## src/rtl/if_fetch.sv

```systemverilog
// -----------------------------------------------------------------------------
// if_fetch -- instruction-fetch stage feeding decode.
//
// A 32-bit instruction is read as four byte requests on the shared byte-wide
// memory port. The bytes are assembled little-endian. The finished word is
// handed to decode through a one-entry output buffer as {pc, inst}.
//
// Ports
//   clk_in          rising-edge clock
//   rst_in          synchronous, active-low reset
//   stall_in        decode cannot accept; buffered instruction is held
//   jump_in         redirect from execute (beats stall/accept/completion)
//   jump_addr_in    redirect target (fetched as given, no alignment check)
//   mem_grant_in    memory accepts the byte request this cycle
//   mem_byte_in     read data for the request granted in the previous cycle
//   mem_req_out     byte read request
//   mem_addr_out    byte address of the request
//   pc_out          PC of the buffered instruction
//   inst_out        buffered instruction
//   inst_valid_out  pc_out/inst_out are valid
// -----------------------------------------------------------------------------
module if_fetch #(
  parameter int unsigned       ADDR_W   = 32,
  parameter logic [ADDR_W-1:0] RESET_PC = '0
) (
  input  logic              clk_in,
  input  logic              rst_in,
  input  logic              stall_in,
  input  logic              jump_in,
  input  logic [ADDR_W-1:0] jump_addr_in,
  input  logic              mem_grant_in,
  input  logic [7:0]        mem_byte_in,
  output logic              mem_req_out,
  output logic [ADDR_W-1:0] mem_addr_out,
  output logic [ADDR_W-1:0] pc_out,
  output logic [31:0]       inst_out,
  output logic              inst_valid_out
);

  // Output buffer entry handed to decode.
  typedef struct packed {
    logic [ADDR_W-1:0] pc;
    logic [31:0]       inst;
  } fetch_ent_t;

  // ---------------------------------------------------------------------------
  // State
  // ---------------------------------------------------------------------------
  logic [ADDR_W-1:0] r_fetch_pc;     // address of byte 0 of the word in flight
  logic [2:0]        r_issue_cnt;    // bytes requested and granted (0..4)
  logic [2:0]        r_recv_cnt;     // bytes written into r_asm (0..4)
  logic [31:0]       r_asm;          // assembly slot
  logic              r_outstanding;  // a granted request returns data this cycle
  fetch_ent_t        r_buf;
  logic              r_valid;

  // ---------------------------------------------------------------------------
  // Combinational
  // ---------------------------------------------------------------------------
  logic              w_word_full;
  logic              w_word_done;
  logic              w_req;
  logic              w_issue;
  logic              w_accept;
  logic              w_load;
  logic [ADDR_W-1:0] w_addr;
  logic [31:0]       w_asm_next;

  assign w_word_full = (r_recv_cnt == 3'd4);

  // The word is complete either because it already sits in r_asm, or because
  // its last byte lands this cycle. The second case lets the buffer load on
  // the same edge as the 4th byte, which gives the 5-cycle cadence.
  assign w_word_done = w_word_full || (r_outstanding && (r_recv_cnt == 3'd3));

  // Outputs are forced low while reset is held. This keeps the port quiet
  // during reset even though the counters already read as "ready to issue".
  assign w_req   = rst_in && (r_issue_cnt < 3'd4) && !w_word_full;
  assign w_addr  = r_fetch_pc + ADDR_W'(r_issue_cnt);
  assign w_issue = w_req && mem_grant_in;

  assign mem_req_out  = w_req;
  assign mem_addr_out = rst_in ? w_addr : '0;

  assign w_accept = r_valid && !stall_in;
  assign w_load   = w_word_done && (!r_valid || w_accept);

  // Returning byte merged into the slot at position recv_cnt.
  always_comb begin
    w_asm_next = r_asm;
    if (r_outstanding)
      w_asm_next[{r_recv_cnt[1:0], 3'b000} +: 8] = mem_byte_in;
  end

  // ---------------------------------------------------------------------------
  // Sequential
  // ---------------------------------------------------------------------------
  always_ff @(posedge clk_in) begin
    if (!rst_in) begin
      r_fetch_pc    <= RESET_PC;
      r_issue_cnt   <= '0;
      r_recv_cnt    <= '0;
      r_asm         <= '0;
      r_outstanding <= 1'b0;
      r_buf         <= '0;
      r_valid       <= 1'b0;
    end else if (jump_in) begin
      // Dropping the outstanding flag discards the byte for any request
      // granted up to and including this edge.
      r_fetch_pc    <= jump_addr_in;
      r_issue_cnt   <= '0;
      r_recv_cnt    <= '0;
      r_asm         <= '0;
      r_outstanding <= 1'b0;
      r_valid       <= 1'b0;
    end else begin
      r_outstanding <= w_issue;

      if (w_load) begin
        // When the word is complete, issue_cnt is 4. No request is in
        // flight, so both counters restart cleanly.
        r_buf.pc    <= r_fetch_pc;
        r_buf.inst  <= w_asm_next;
        r_valid     <= 1'b1;
        r_fetch_pc  <= r_fetch_pc + ADDR_W'(4);
        r_issue_cnt <= '0;
        r_recv_cnt  <= '0;
        r_asm       <= '0;
      end else begin
        if (w_accept)
          r_valid <= 1'b0;
        if (w_issue)
          r_issue_cnt <= r_issue_cnt + 3'd1;
        if (r_outstanding) begin
          r_asm      <= w_asm_next;
          r_recv_cnt <= r_recv_cnt + 3'd1;
        end
      end
    end
  end

  assign pc_out         = r_buf.pc;
  assign inst_out       = r_buf.inst;
  assign inst_valid_out = r_valid;

endmodule

```

## config.mk

```make
export PLATFORM = sky130hd
export DESIGN_NAME = if_fetch
export DESIGN_NICKNAME = d
export VERILOG_FILES = /design/src/rtl/if_fetch.sv
export SDC_FILE = /design/constraint.sdc
export NUM_CORES = 1
export LEC_CHECK = 0
export BUFFER_PORTS_ARGS = -buffer_cell sky130_fd_sc_hd__buf_2
export CAP_MARGIN = 0
export CORE_MARGIN = 1.5
export CORE_UTILIZATION = 58
export DETAILED_ROUTE_END_ITERATION = 8
export PLACE_DENSITY = 0.85
export SKIP_LAST_GASP = 1
export SLEW_MARGIN = 20
export SYNTH_ARGS = -nofsm -noshare
export SYNTH_HDL_FRONTEND = slang
export SYNTH_SLANG_ARGS = --single-unit
```

## constraint.sdc

```tcl
create_clock -name clk_in -period 5.5 [get_ports clk_in]
set_input_delay 0.275 -clock clk_in [delete_from_list [all_inputs] [get_ports clk_in]]
set_output_delay 0.275 -clock clk_in [all_outputs]
set_load 0.02 [all_outputs]
```

Word-level counts from Yosys, hierarchy flattened
Cells that the tools add are included.
{"block": "totals", "register_bits": 136, "inputBits": 45}
{"block": "op_classes", "n_addsub": 5, "n_lt_le_gt_ge": 1, "n_eq_ne": 2, "shifts": 2, "n_mux": 7, "n_bitwise": 2, "reduce_logical": 16}
{"op": "32-bit 2-to-1 mux", "count": 4}
{"op": "32-bit by 3-bit adder with 32-bit output", "count": 1}
{"op": "32-bit by 3-bit adder with 32-bit output (second input constant)", "count": 1}
{"op": "32-bit bitwise mux", "count": 1}
{"op": "8-bit by 7-bit variable shift with 32-bit output (first input constant)", "count": 1}
{"op": "8-bit by 7-bit indexed part select with 32-bit output", "count": 1}
{"op": "5-bit negation with 7-bit output", "count": 1}
{"op": "3-bit by 1-bit adder with 3-bit output (second input constant)", "count": 2}
{"op": "1-bit logical AND", "count": 6}
{"op": "2-bit nonzero test", "count": 2}
{"op": "3-bit by 2-bit == test with 1-bit output (second input constant)", "count": 1}
{"op": "3-bit == test (second input constant)", "count": 1}
{"op": "1-bit logical NOT", "count": 3}
{"op": "3-bit < comparator (second input constant)", "count": 1}
{"op": "3-bit OR reduction", "count": 1}
{"op": "1-bit logical OR", "count": 2}
{"op": "1-bit 2-to-1 mux", "count": 2}
{"op": "1-bit inverter", "count": 2}
{"op": "2-bit AND reduction", "count": 1}
{"op": "2-bit OR reduction", "count": 1}

Longest topological paths before layout
Gate-level depths: netlist of the first run.
{"block": "depth", "ltp_word": 6, "depth_mapped": 9, "depth_no_buf": 8}

Worst setup path after synthesis of the first run
Ideal clock, no wire load.
{"block": "synth_path", "kind": "reg2out", "startpoint": "register r_issue_cnt[0]", "endpoint": "output mem_addr_out[14]", "arrival_time_ns": 2.170, "required_ns": 5.225, "slack_ns": 3.055, "stages_incl_launch_ff": 8, "path_buffers": 0, "cell_sequence": "dfxtp_1 ha_1 inv_1 fa_1 nor2b_1 o2111ai_1 or3_1 a21oi_1"}
{"block": "synth_via", "elab_chain_cells": 2}
{"item": "start: declaration", "line_no": "50", "rtl": "logic [2:0] r_issue_cnt;"}
{"item": "start signal: assignment", "line_no": "133", "rtl": "r_issue_cnt <= r_issue_cnt + 3'd1;"}
{"item": "32-bit by 3-bit adder with 32-bit output", "line_no": "79", "rtl": "assign w_addr = r_fetch_pc + ADDR_W'(r_issue_cnt);"}
{"item": "32-bit 2-to-1 mux", "line_no": "83", "rtl": "assign mem_addr_out = rst_in ? w_addr : '0;"}
{"item": "end: declaration", "line_no": "34", "rtl": "output logic [ADDR_W-1:0] mem_addr_out,"}
Every way passes these cells.

Worst setup path in the final report of the first run
{"block": "layout_path", "startpoint": "register r_fetch_pc[2]", "endpoint": "output mem_addr_out[21]"}
{"block": "layout_via", "elab_chain_cells": 2}
{"item": "start: declaration", "line_no": "49", "rtl": "logic [ADDR_W-1:0] r_fetch_pc;"}
{"item": "start signal: assignment", "line_no": "110", "rtl": "r_fetch_pc <= jump_addr_in;"}
{"item": "start signal: assignment", "line_no": "125", "rtl": "r_fetch_pc <= r_fetch_pc + ADDR_W'(4);"}
{"item": "32-bit by 3-bit adder with 32-bit output", "line_no": "79"}
{"item": "32-bit 2-to-1 mux", "line_no": "83"}
Every way passes these cells.

==> results of run 1 <==
==> power breakdown <==
part | switching (mW) | leakage [nW] | internal (mW)
logic | 0.0949 | 1.45 | 0.0565
clock network | 0.457 | 0.268 | 0.653
registers | 0.0410 | 1.10 | 1.01
==> metrics by stage <==
stage / hold slack, ns / utilization (%) / setup WS, ns / total power, mW
floorplan: 0.4133 / - / 3.055 / 1.163
global placement: 0.4406 / 65.73 / 2.608 / 1.210
detailed placement: 0.4474 / 65.73 / 2.356 / 1.213
CTS: 0.00002853 / 71.48 / 2.021 / 2.312
global route: 0.03018 / 71.48 / 1.786 / 2.371
finish: 0.007493 / 71.48 / 1.908 / 2.308
==> layer usage <==
metal / track usage [%] / part of all wire [%] / vias up
met4: 11.52 / 2.1 / 0
li1: - / - / 2837
met1: 42.09 / 43 / 2889
met3: 5.579 / 8.1 / 37
met5: 0 / 0 / -
met2: 49.91 / 47 / 312
==> registers in the layout, indices dropped and copies added (netlist names) <==
| register | cells |
|---|---|
| r_outstanding | 1 |
| pc_out | 32 |
| inst_valid_out | 1 |
| inst_out | 32 |
| r_fetch_pc | 32 |
| r_issue_cnt | 3 |
| r_asm | 32 |
| r_recv_cnt | 3 |
==> worst max path at each step <==
stage / to / slack (ns) / depth (start not counted)
floorplan: mem_addr_out[14] / 3.05 / 7
global placement: inst_out[10] / 2.61 / 8
detailed placement: inst_out[9] / 2.36 / 8
CTS: mem_addr_out[21] / 2.02 / 7
global route: mem_addr_out[21] / 1.79 / 7
finish: mem_addr_out[21] / 1.91 / 7
==> placed cells by master, fill, tap and decap left out, types with 2 or more instances in the layout <==
master                            n
sky130_fd_sc_hd__inv_6            6
sky130_fd_sc_hd__xnor2_1         29
sky130_fd_sc_hd__inv_1            9
sky130_fd_sc_hd__and2_1           4
sky130_fd_sc_hd__buf_4            5
sky130_fd_sc_hd__bufinv_16        2
sky130_fd_sc_hd__dfxtp_1        136
sky130_fd_sc_hd__o2111ai_1        3
sky130_fd_sc_hd__a22oi_1         33
sky130_fd_sc_hd__nor2b_1          3
sky130_fd_sc_hd__dlygate4sd3_1    3
sky130_fd_sc_hd__nand4_1         18
sky130_fd_sc_hd__clkbuf_16       16
sky130_fd_sc_hd__clkbuf_1         3
sky130_fd_sc_hd__xor2_1          24
sky130_fd_sc_hd__nor4_1          12
sky130_fd_sc_hd__a21oi_1         59
sky130_fd_sc_hd__a31oi_1          2
sky130_fd_sc_hd__o21ai_0         27
sky130_fd_sc_hd__mux2i_1          4
sky130_fd_sc_hd__clkinvlp_4       3
sky130_fd_sc_hd__nor2_1         115
sky130_fd_sc_hd__nand2_1         91
sky130_fd_sc_hd__nand3_1         20
sky130_fd_sc_hd__and4_2           2
sky130_fd_sc_hd__ha_1            11
sky130_fd_sc_hd__and4_1           7
sky130_fd_sc_hd__a211oi_1        41
sky130_fd_sc_hd__nor3_1          11
sky130_fd_sc_hd__buf_2          142
sky130_fd_sc_hd__or3_1            5
==> cell families (layout without fill, tap and decap cells) <==
group / count (synthesis) / count (layout) / synth area share, %
and+or+nand+nor: 296 / 296 / 22.03
AOI/OAI and AO/OA: 174 / 174 / 17.74
DFF: 136 / 136 / 43.83
buffers and inverters: 72 / 192 / 5.740
xor gates and xnor gates: 53 / 53 / 7.472
adders and majority gates: 12 / 12 / 2.538
muxes: 4 / 4 / 0.6445
==> area by class of cell <==
class / count / area (um2)
sequential: 136 / 2723
clock inverter: 12 / 140.1
fill: 795 / 2958
inverter: 10 / 37.54
multi-input combinational: 539 / 3138
clock buffer: 20 / 425.4
timing repair buffer: 150 / 778.2
tap: 136 / 170.2
==> worst max-delay path, cell delays in order, from the launching register on <==
cell                       delay [ns]
sky130_fd_sc_hd__dfxtp_1         0.45
sky130_fd_sc_hd__ha_1            0.39
sky130_fd_sc_hd__o211ai_1        0.25
sky130_fd_sc_hd__nor4_1          0.75
sky130_fd_sc_hd__nand2_1         0.19
sky130_fd_sc_hd__or3_1           0.35
sky130_fd_sc_hd__a21oi_1         0.20
sky130_fd_sc_hd__buf_2           0.20
==> metrics.log, run 1 <==
INFO  metric run_status = complete, no violations
INFO  metric power.density = ~310 nW/um2
INFO  metric syn_inst = roughly 750
INFO  metric cts_buffers = 17
INFO  metric setup-violations-final = 0
INFO  metric max_freq = ~0.28 GHz
INFO  metric hold_end = r_fetch_pc[9]
INFO  metric total_number_of_yosys_warnings = 0
INFO  metric critical_path_launch_point_type = flip-flop
INFO  metric clock_insertion_delay_worst_skew = ~0.54 ns
INFO  metric slew_violations = 0
INFO  metric dpl.cell_count = about 970
INFO  metric clock-root-buffer = sky130_fd_sc_hd__clkbuf_8
INFO  metric ir_drop = roughly 0.20 mV
INFO  metric worst_hold_startpoint = jump_addr_in[9]
INFO  metric drv_cap = 0
INFO  metric start_util = 59.91%
INFO  metric finalCritPeriodShare = ~65%
INFO  metric grt_pass1_wl = between 20000 and 30000 um
INFO  metric overall_routing_resource_usage = a little under a third
INFO  metric finalSetupTns = 0 ns
INFO  metric cts_setup_buffers = 0
INFO  metric place.gp.congestion = about 0.9
INFO  metric worstSetupStartpoint = r_fetch_pc[2]
INFO  metric min_delay_path_depth = 3
INFO  metric finalInstanceArea = 7412 um2
INFO  metric reg2regPathDepth = 8
INFO  metric io_pins = between 100 and 150
INFO  metric ys_types = 47
INFO  metric synth-seq-cells = ~140
INFO  metric worstReg2RegEnd = inst_out[17]
INFO  metric num_vias = 6075
INFO  metric synthMostInstantiatedCell = sky130_fd_sc_hd__dfxtp_1
INFO  metric cts_tree = yes
INFO  metric tightestPinTransition = 0.7881 ns
INFO  metric total_leakage_power = about 2.8 nW
INFO  metric rsz0062_at_grt = no
INFO  metric reg2reg_slack = roughly 2.3 ns
INFO  metric grt_pass1_vias = 5440
INFO  metric clock_sink_count = between 100 and 150
INFO  metric timing.final.hold_violations = 0
INFO  metric ys_dominant_reg_cell = sky130_fd_sc_hd__dfxtp_1
INFO  metric floorplan.die_area = around 11000 um2
INFO  metric remaining_drc_errors = 0
INFO  metric die_h = 106.5 um
INFO  metric synthTopCellsByArea = sky130_fd_sc_hd__dfxtp_1, sky130_fd_sc_hd__nor2_1, sky130_fd_sc_hd__nand2_1, sky130_fd_sc_hd__a211oi_1, sky130_fd_sc_hd__a21oi_1
INFO  metric largest_net_degree_at_the_start_of_global_routing = between 70 and 80
INFO  metric drt_first_pass_iters = 5
INFO  metric path_class = reg2out
INFO  metric post_drt_wl_per_cell = 17.47 um
INFO  metric syn_avg_cell_area = slightly above 8 um2
INFO  metric critical_path.reg2reg.startpoint = r_recv_cnt[0]
INFO  metric ys_seq_area_share = 43.83%
INFO  metric worst_clock_skew = 0.009478 ns
INFO  metric ctsLongestPathBuffers = 2
INFO  metric post_synth_instance_area = 6212 um2
INFO  metric port_buffers = ~140
INFO  metric wirelength = roughly 18000 um
INFO  metric synth-edff-count = 0
INFO  metric fin_cells = ~1000
INFO  metric ys_top_cells_by_count = sky130_fd_sc_hd__dfxtp_1, sky130_fd_sc_hd__nor2_1, sky130_fd_sc_hd__nand2_1, sky130_fd_sc_hd__a21oi_1, sky130_fd_sc_hd__a211oi_1
INFO  metric worstHoldPathType = in2reg
INFO  metric critPathCaptureType = primary output
INFO  metric critPathArrivalTime = between 3 and 4 ns
INFO  metric detailed_place.area = about 7000 um2
INFO  metric final_nets = roughly 910
INFO  metric initial_antenna_violation_count = 0
INFO  metric synth_async_sr_flop_share = 0%
INFO  metric dpl.hpwl = approximately 12000 um
INFO  metric grt.overflow.total = 0
INFO  metric final_antenna_net_count = 0
INFO  metric viasPerCell = 6.057
INFO  metric die_width = about 110 um
INFO  metric syn2layout_area_growth = 19.32%
INFO  metric finalCriticalPeriod = between 3 and 4 ns
INFO  metric detail_route.iter0.violations = between 400 and 500
INFO  metric design.core.area = 10370 um2
INFO  metric n_antenna_cell = 0
INFO  metric row_count = 37
INFO  metric cts-htree-levels = 4
INFO  metric share_of_cells_above_drive_strength_1 = a little over a fifth
INFO  metric yosysTopAreaCellShare = 43.83%
INFO  metric syn_nets = 804
INFO  metric timing.critical_path.fanout_max = 8
INFO  metric ctsHoldBuffers = 3
INFO  metric clock_pin_slew_on_the_worst_setup_and_hold_paths = around 0.070 ns
INFO  metric timing.max_slew.rel_slack = ~47%
INFO  metric synth_top_cell_by_area = sky130_fd_sc_hd__dfxtp_1
INFO  metric cts_resized = 0
INFO  metric critPathRequiredTime = 5.22 ns
Note: power is estimated with default switching activity, not from simulation.
==> run 2, diff against run 1 <==
Settings changed: CORE_UTILIZATION 58 to 49, PLACE_DENSITY 0.85 to 0.76.
Clock period 5.5 ns to 3 ns, I/O delays scaled along.
==> run 2 against run 1 <==
  * Total power is 85% higher
  * Clock-buffer cell count down 2
  * Die area up 18%
  * Non-clock buffer count is 13 higher
  * Highest routed layer unchanged
  * Clock skew is 0.0054 ns lower
  * Sequential power up 83%
  * Register-to-register slack got worse by 1.9 ns
  * Via count down 3.8%
  * Largest cell class unchanged
  * Largest power group unchanged
==> metrics.log, run 2 (synthesis results as in run 1) <==
INFO  metric clock_insertion_delay_worst_skew = 0.42 ns (-0.12 ns)
INFO  metric detail_route.iter0.violations = 484 (+9.3%)
INFO  metric final_nets = 924 (+1.4%)
INFO  metric port_buffers = 142 (unchanged)
INFO  metric num_vias = 5845 (-3.8%)
INFO  metric path_class = reg2out
INFO  metric ctsLongestPathBuffers = 2 (unchanged)
INFO  metric share_of_cells_above_drive_strength_1 = 23.55% (+2.2 points)
INFO  metric dpl_worst_slack = 0.3520 ns (-2.004 ns)
INFO  metric regArea = 2723 um2 (unchanged)
INFO  metric utilization = 62.49% (-9.0 points)
INFO  metric start_util = 50.87% (-9.0 points)
INFO  metric cts_tree = yes
INFO  metric design.core.area = 12210 um2 (+18%)
INFO  metric grt_pass1_wl = 27210 um (-2.2%)
INFO  metric remaining_drc_errors = 0 (unchanged)
INFO  metric die_h = 115.6 um (+8.6%)
INFO  metric layout_common_cells = sky130_fd_sc_hd__buf_2, sky130_fd_sc_hd__dfxtp_1, sky130_fd_sc_hd__nor2_1, sky130_fd_sc_hd__nand2_1, sky130_fd_sc_hd__a21oi_1
INFO  metric cts_buffers = 17 (unchanged)
INFO  metric multi_input_comb_area = 3183 um2 (+1.4%)
INFO  metric floorplan.die_area = 13360 um2 (+18%)
INFO  metric critPathArrivalTime = 2.75 ns (-0.57 ns)
INFO  metric drv_cap = 0 (unchanged)
INFO  metric row_count = 40 (+8.1%)
INFO  metric worstHoldPathType = in2reg
INFO  metric ir_drop = 0.3672 mV (+83%)
INFO  metric finalSetupTns = 0 ns (unchanged)
INFO  metric timing.max_slew.rel_slack = 44.77% (-2.6 points)
INFO  metric finalCritPeriodShare = roughly 97%
INFO  metric wirelength = 17190 um (-1.9%)
INFO  metric io_pins = 143 (unchanged)
INFO  metric place.gp.congestion = 0.9772 (+6.0%)
INFO  metric n_antenna_cell = 0 (unchanged)
INFO  metric clock_pin_slew_on_the_worst_setup_and_hold_paths = 0.06 ns (about the same)
INFO  metric dpl.hpwl = 12030 um (about the same)
INFO  metric worst_clock_skew = 0.004111 ns (-0.005367 ns)
INFO  metric clock-root-buffer = sky130_fd_sc_hd__clkbuf_16
INFO  metric reg2regPathDepth = 8 (unchanged)
INFO  metric max_freq = about 0.34 GHz
INFO  metric critPathRequiredTime = 2.85 ns (-2.37 ns)
INFO  metric finalCriticalPeriod = 2.900 ns
INFO  metric syn2layout_area_growth = 22.84%
INFO  metric final.hold.worst_slack = 0.002423 ns (-0.005070 ns)
INFO  metric setup-violations-final = 0 (unchanged)
INFO  metric layout_setup_ws = 0.09988 ns (-1.808 ns)
INFO  metric total_leakage_power = 2.891 nW (+2.6%)
INFO  metric tightestPinTransition = 0.8235 ns (+0.03540 ns)
INFO  metric cts-htree-levels = 4 (unchanged)
INFO  metric final_common_cell = sky130_fd_sc_hd__buf_2
INFO  metric min_delay_path_depth = 3 (unchanged)
INFO  metric critPathCaptureType = primary output
INFO  metric rsz0062_at_grt = yes
INFO  metric critical_path_launch_point_type = flip-flop
INFO  metric grt.overflow.total = 0 (unchanged)
INFO  metric drt_first_pass_iters = 6 (+1)
INFO  metric grt_pass1_vias = 5214 (-4.2%)
INFO  metric clock_sink_count = 136 (unchanged)
INFO  metric viasPerCell = 5.583 (-7.8%)
INFO  metric post_drt_wl_per_cell = 16.42 um (-6.0%)
INFO  metric nFillCells = 1086 (+37%)
INFO  metric power.density = 558.5 nW/um2 (+79%)
INFO  metric run_status = complete, no violations
INFO  metric overall_routing_resource_usage = 26.27% (-4.9 points)
INFO  metric final_antenna_net_count = 0 (unchanged)
INFO  metric fin_total_pwr = 4.262 mW (+85%)
INFO  metric die_width = 115.6 um (+8.6%)
INFO  metric slew_violations = 0 (unchanged)
INFO  metric timing.critical_path.fanout_max = 6 (-2)
INFO  metric largest_net_degree_at_the_start_of_global_routing = 77 (+5.5%)
INFO  metric initial_antenna_violation_count = 0 (unchanged)
INFO  metric timing.final.hold_violations = 0 (unchanged)
-- run 2: cell count changes in the layout (fill, tap and decap cells not counted), sizes merged --
| cell | before | now |
|---|---|---|
| dlygate4sd3 | 3 | 4 |
| inv | 16 | 12 |
| buf | 147 | 159 |
| clkbuf | 20 | 18 |
| clkinv | 1 | 5 |
| clkinvlp | 3 | 4 |
-- run 2: routing by layer --
metal  vias up  part of all wire (%)  wire length [um]  GRT usage (%)
met5         -                     0                 0              0
met4         0                   2.5               427          10.04
met3        39                   7.7              1321          6.067
met2       240                    45              7689          39.96
met1      2702                    45              7755          36.35
li1       2864                     -                 -              -
-- run 2: critical path, stage by stage, from the launching register on --
cell and delay (ns):
sky130_fd_sc_hd__dfxtp_1 0.38, sky130_fd_sc_hd__ha_1 0.22, sky130_fd_sc_hd__inv_1 0.07, sky130_fd_sc_hd__fa_1 0.43, sky130_fd_sc_hd__nor2b_4 0.23, sky130_fd_sc_hd__o2111ai_2 0.29, sky130_fd_sc_hd__or3_1 0.41, sky130_fd_sc_hd__a21oi_1 0.13
sky130_fd_sc_hd__buf_2 0.17
-- run 2: area by class of cell --
type,count,share of cell area (%)
Clock inverter,13,1.935
Inverter,10,0.4919
Sequential cell,136,35.68
Clock buffer,18,5.755
Tap cell,168,2.755
Multi-Input combinational cell,539,41.71
Timing Repair Buffer,163,11.67
-- run 2: where the power goes --
group	internal, mW	leakage (nW)	switching (mW)
combinational	0.111	1.51	0.176
clock	1.25	0.275	0.811
sequential	1.84	1.10	0.0735
-- run 2: worst paths after layout --
| path | slack, ns | start | end |
|---|---|---|---|
| hold reg to reg | 0.45 | pc_out[28] | pc_out[28] |
| setup reg to reg | 0.39 | r_recv_cnt[0] | inst_out[26] |
| hold / removal | 0.002 | jump_addr_in[0] | r_fetch_pc[0] |
| setup / recovery | 0.1 | r_issue_cnt[0] | mem_addr_out[14] |
-- run 2: stage by stage --
step | cell area (um2) | cells
floorplan | 6212 | 747
global placement | 6959 | 1012
detailed placement | 6959 | 1012
CTS | 7595 | 1047
global route | 7631 | 1047
finish | 7631 | 1047
-- run 2: timing repair --
| item | in CTS | in global routing |
|---|---|---|
| buffers inserted | 0 | 0 |
| hold buffers | 4 | 0 |
| endpoints found under the hold margin | 4 | 0 |
| endpoints found under the setup margin | 7 | 10 |
| gates resized for setup | 2 | 7 |
==> run 3, diff against run 2 <==
Settings changed: ABC_AREA from default to 1, CORE_UTILIZATION 49 to 47, GPL_TIMING_DRIVEN from default to 1, PLACE_DENSITY 0.76 to 0.73.
==> run 3 against run 2 <==
  * Sequential cell count unchanged
  * Clock-buffer cell count up 1
  * Critical path type unchanged
  * Worst setup slack improved by 0.072 ns
  * Total power down 0.56%
  * Die area increased by 17%
  * Design area up 10%
==> metrics.log, run 3 <==
INFO  metric crit_path_max_incr_delay = 0.52 ns (+0.09 ns)
INFO  metric timing.max_slew.rel_slack = 57.13% (+12 points)
INFO  metric nFillCells = 1421 (+31%)
INFO  metric seq_power_share = 44.3% (-0.7 points)
INFO  metric start_util = 48.16% (-2.7 points)
INFO  metric clock_insertion_delay_worst_skew = 0.43 ns (about the same)
INFO  metric detailed_place.area = 7790 um2 (+12%)
INFO  metric layout_common_cells = sky130_fd_sc_hd__nand2_1, sky130_fd_sc_hd__nor2_1, sky130_fd_sc_hd__buf_2, sky130_fd_sc_hd__dfxtp_1, sky130_fd_sc_hd__inv_1
INFO  metric synth_top_cell_by_area = sky130_fd_sc_hd__dfxtp_1
INFO  metric final_common_cell = sky130_fd_sc_hd__nand2_1
INFO  metric largest_net_degree_at_the_start_of_global_routing = 58 (-25%)
INFO  metric rsz0062_at_grt = yes
INFO  metric clock_pin_slew_on_the_worst_setup_and_hold_paths = 0.06 ns (about the same)
INFO  metric n_antenna_cell = 0 (unchanged)
INFO  metric cp_cell_sequence = ha_1 -> nand2_1 -> nand2_1 -> nor2_2 -> inv_1 -> nand2_1 -> nor3_1 -> nor3_1 -> buf_2
INFO  metric syn_nets = 1129 (+40%)
INFO  metric max_freq = 0.3535 GHz (+2.5%)
INFO  metric ys_dominant_reg_cell = sky130_fd_sc_hd__dfxtp_1
INFO  metric clock-root-buffer = sky130_fd_sc_hd__clkbuf_16
INFO  metric clock_power_share = 49.2% (+0.9 points)
INFO  metric wirelength = 20330 um (+18%)
INFO  metric finalSetupTns = 0 ns (unchanged)
INFO  metric final_nets = 1254 (+36%)
INFO  metric ctsLongestPathBuffers = 2 (unchanged)
INFO  metric switchingPower = 1.105 mW (+4.2%)
INFO  metric timing.critical_path.fanout_max = 7 (+1)
INFO  metric ir_drop = 0.4442 mV (+21%)
INFO  metric grt_pass1_vias = 6639 (+27%)
INFO  metric finalInstanceArea = 8399 um2 (+10%)
INFO  metric detail_route.iter0.violations = 560 (+16%)
INFO  metric post_drt_wl_per_cell = 14.58 um (-11%)
INFO  metric finalCritPeriodShare = 94.29% (-2.4 points)
INFO  metric total_leakage_power = 3.863 nW (+34%)
INFO  metric worst_clock_skew = 0.01113 ns (+0.007018 ns)
INFO  metric tightestPinTransition = 0.6422 ns (-0.1813 ns)
INFO  metric overall_routing_resource_usage = 26.28% (about the same)
INFO  metric finalCriticalPeriod = 2.829 ns (-0.07150 ns)
INFO  metric viasPerCell = 5.158 (-7.6%)
INFO  metric syn_inst = 1072 (+44%)
INFO  metric cts_buffers = 17 (unchanged)
INFO  metric ys_types = 31 (-34%)
INFO  metric critPathRequiredTime = 2.85 ns (about the same)
INFO  metric synthTopCellsByArea = sky130_fd_sc_hd__dfxtp_1, sky130_fd_sc_hd__nand2_1, sky130_fd_sc_hd__nor2_1, sky130_fd_sc_hd__o21ai_0, sky130_fd_sc_hd__inv_1
INFO  metric cts-htree-levels = 4 (unchanged)
INFO  metric final_antenna_net_count = 0 (unchanged)
INFO  metric drv_cap = 0 (unchanged)
INFO  metric synthMostInstantiatedCell = sky130_fd_sc_hd__nand2_1
INFO  metric dpl.hpwl = 14650 um (+22%)
INFO  metric synth_async_sr_flop_share = 0% (unchanged)
INFO  metric p_comb_share = 6.5% (-0.2 points)
INFO  metric port_buffers = 142 (unchanged)
INFO  metric internal_power = 3.133 mW (-2.1%)
INFO  metric post_synth_instance_area = 6999 um2 (+13%)
INFO  metric drt_first_pass_iters = 7 (+1)
INFO  metric syn_avg_cell_area = 6.529 um2 (-21%)
INFO  metric utilization = 57.79% (-4.7 points)
INFO  metric critPathCaptureType = primary output
INFO  metric die_width = 125.0 um (+8.2%)
INFO  metric cts_tree = yes
INFO  metric yosysTopAreaCellShare = 38.90% (-4.9 points)
INFO  metric die_h = 125.0 um (+8.2%)
INFO  metric num_vias = 7190 (+23%)
INFO  metric grt.overflow.total = 0 (unchanged)
INFO  metric run_status = complete, no violations
INFO  metric io_pins = 143 (unchanged)
INFO  metric design.core.area = 14530 um2 (+19%)
INFO  metric initial_antenna_violation_count = 0 (unchanged)
INFO  metric net_sw_share = 26.07% (+1.2 points)
INFO  metric slowest_stage_cell_crit_path = sky130_fd_sc_hd__dfxtp_1
INFO  metric power.density = 504.5 nW/um2 (-9.7%)
INFO  metric synth-edff-count = 0 (unchanged)
INFO  metric synth-seq-cells = 136 (unchanged)
INFO  metric row_count = 44 (+10%)
INFO  metric path_class = reg2out
INFO  metric cts_setup_buffers = 0 (unchanged)
INFO  metric slew_violations = 0 (unchanged)
INFO  metric grt_pass1_wl = 33130 um (+22%)
INFO  metric ys_seq_area_share = 38.90% (-4.9 points)
INFO  metric critical_path_launch_point_type = flip-flop
INFO  metric remaining_drc_errors = 0 (unchanged)
INFO  metric clock_sink_count = 136 (unchanged)
INFO  metric syn2layout_area_growth = 20.00%
INFO  metric place.gp.congestion = 0.9236 (-5.5%)
INFO  metric ys_top_cells_by_count = sky130_fd_sc_hd__nand2_1, sky130_fd_sc_hd__nor2_1, sky130_fd_sc_hd__dfxtp_1, sky130_fd_sc_hd__inv_1, sky130_fd_sc_hd__o21ai_0
INFO  metric worstHoldPathType = in2reg
INFO  metric share_of_cells_above_drive_strength_1 = 18.26% (-5.3 points)
INFO  metric timing.final.hold_violations = 0 (unchanged)
INFO  metric setup-violations-final = 0 (unchanged)
INFO  metric floorplan.die_area = 15630 um2 (+17%)
INFO  metric critPathArrivalTime = 2.68 ns (-0.07 ns)
INFO  metric critPathMostFrequentCell = sky130_fd_sc_hd__nand2_1
INFO  metric total_number_of_yosys_warnings = 0 (unchanged)
-- run 3: final timing paths --
kind | startpoint | endpoint | slack [ns] | cells after the start
worst max-delay path | r_fetch_pc[2] | mem_addr_out[13] | 0.17 | 9
worst min-delay path | mem_grant_in | r_issue_cnt[2] | 0.02 | 3
worst max register to register | r_recv_cnt[0] | r_fetch_pc[7] | 0.67 | 9
worst min register to register | pc_out[8] | pc_out[8] | 0.46 | 2
-- run 3: power by group through the flow --
stage	logic [mW]	clock network, mW	registers [mW]
detailed placement	0.269	0	1.92
CTS	0.273	2.11	1.88
finish	0.275	2.08	1.88
global placement	0.266	0	1.92
floorplan	0.183	0	1.90
global route	0.308	2.18	1.88
-- run 3: per-layer routing --
metal	wire, um	GRT usage (%)	vias up
li1	-	-	3642
met1	9240	35.26	3257
met2	9270	41.92	255
met3	1404	5.563	36
met4	414	9.425	0
met5	0	0	-
-- run 3: what timing repair did --
item / CTS / global route
hold endpoints to repair: 2 / 0
hold buffers: 2 / 0
resized for setup: 0 / 1
setup endpoints to repair: 0 / 1
-- run 3: final cells by class --
type,instances,area (um2),area share [%]
well taps,184,230.2,2.741
inverters,136,510.5,6.078
clock buffers,19,452.9,5.393
repair buffers,152,803.3,9.564
flip-flops and latches,136,2723,32.41
multi-input cells,754,3546,42.22
clock inverters,13,133.9,1.594
-- run 3: cells by family after synthesis --
family	count (synthesis)	synth area share (%)
adders and majority gates	12	2.252
and+or+nand+nor	526	31.75
AOI/OAI and AO/OA	203	15.00
xor gates and xnor gates	13	1.627
DFF	136	38.90
buffers and inverters	182	10.48
-- run 3: stage by stage --
step                      worst slack, ns  hold WS [ns]  cells  power (mW)
final                              0.1714       0.02189   1394       4.238
after global routing            -0.006884       0.02553   1394       4.368
after CTS                          0.2032       0.01260   1394       4.256
after detailed placement           0.6666        0.3858   1360       2.185
after global placement             0.6939        0.3959   1360       2.182
after floorplan                    0.9592        0.2849   1072       2.081
-- run 3: worst max-delay path, delay by kind of cell, from the launching register on --
family | cells | cell delay (ns)
simple gates | 6 | 1.00
flops | 1 | 0.52
fa+ha+maj | 1 | 0.34
buf+inv | 2 | 0.39
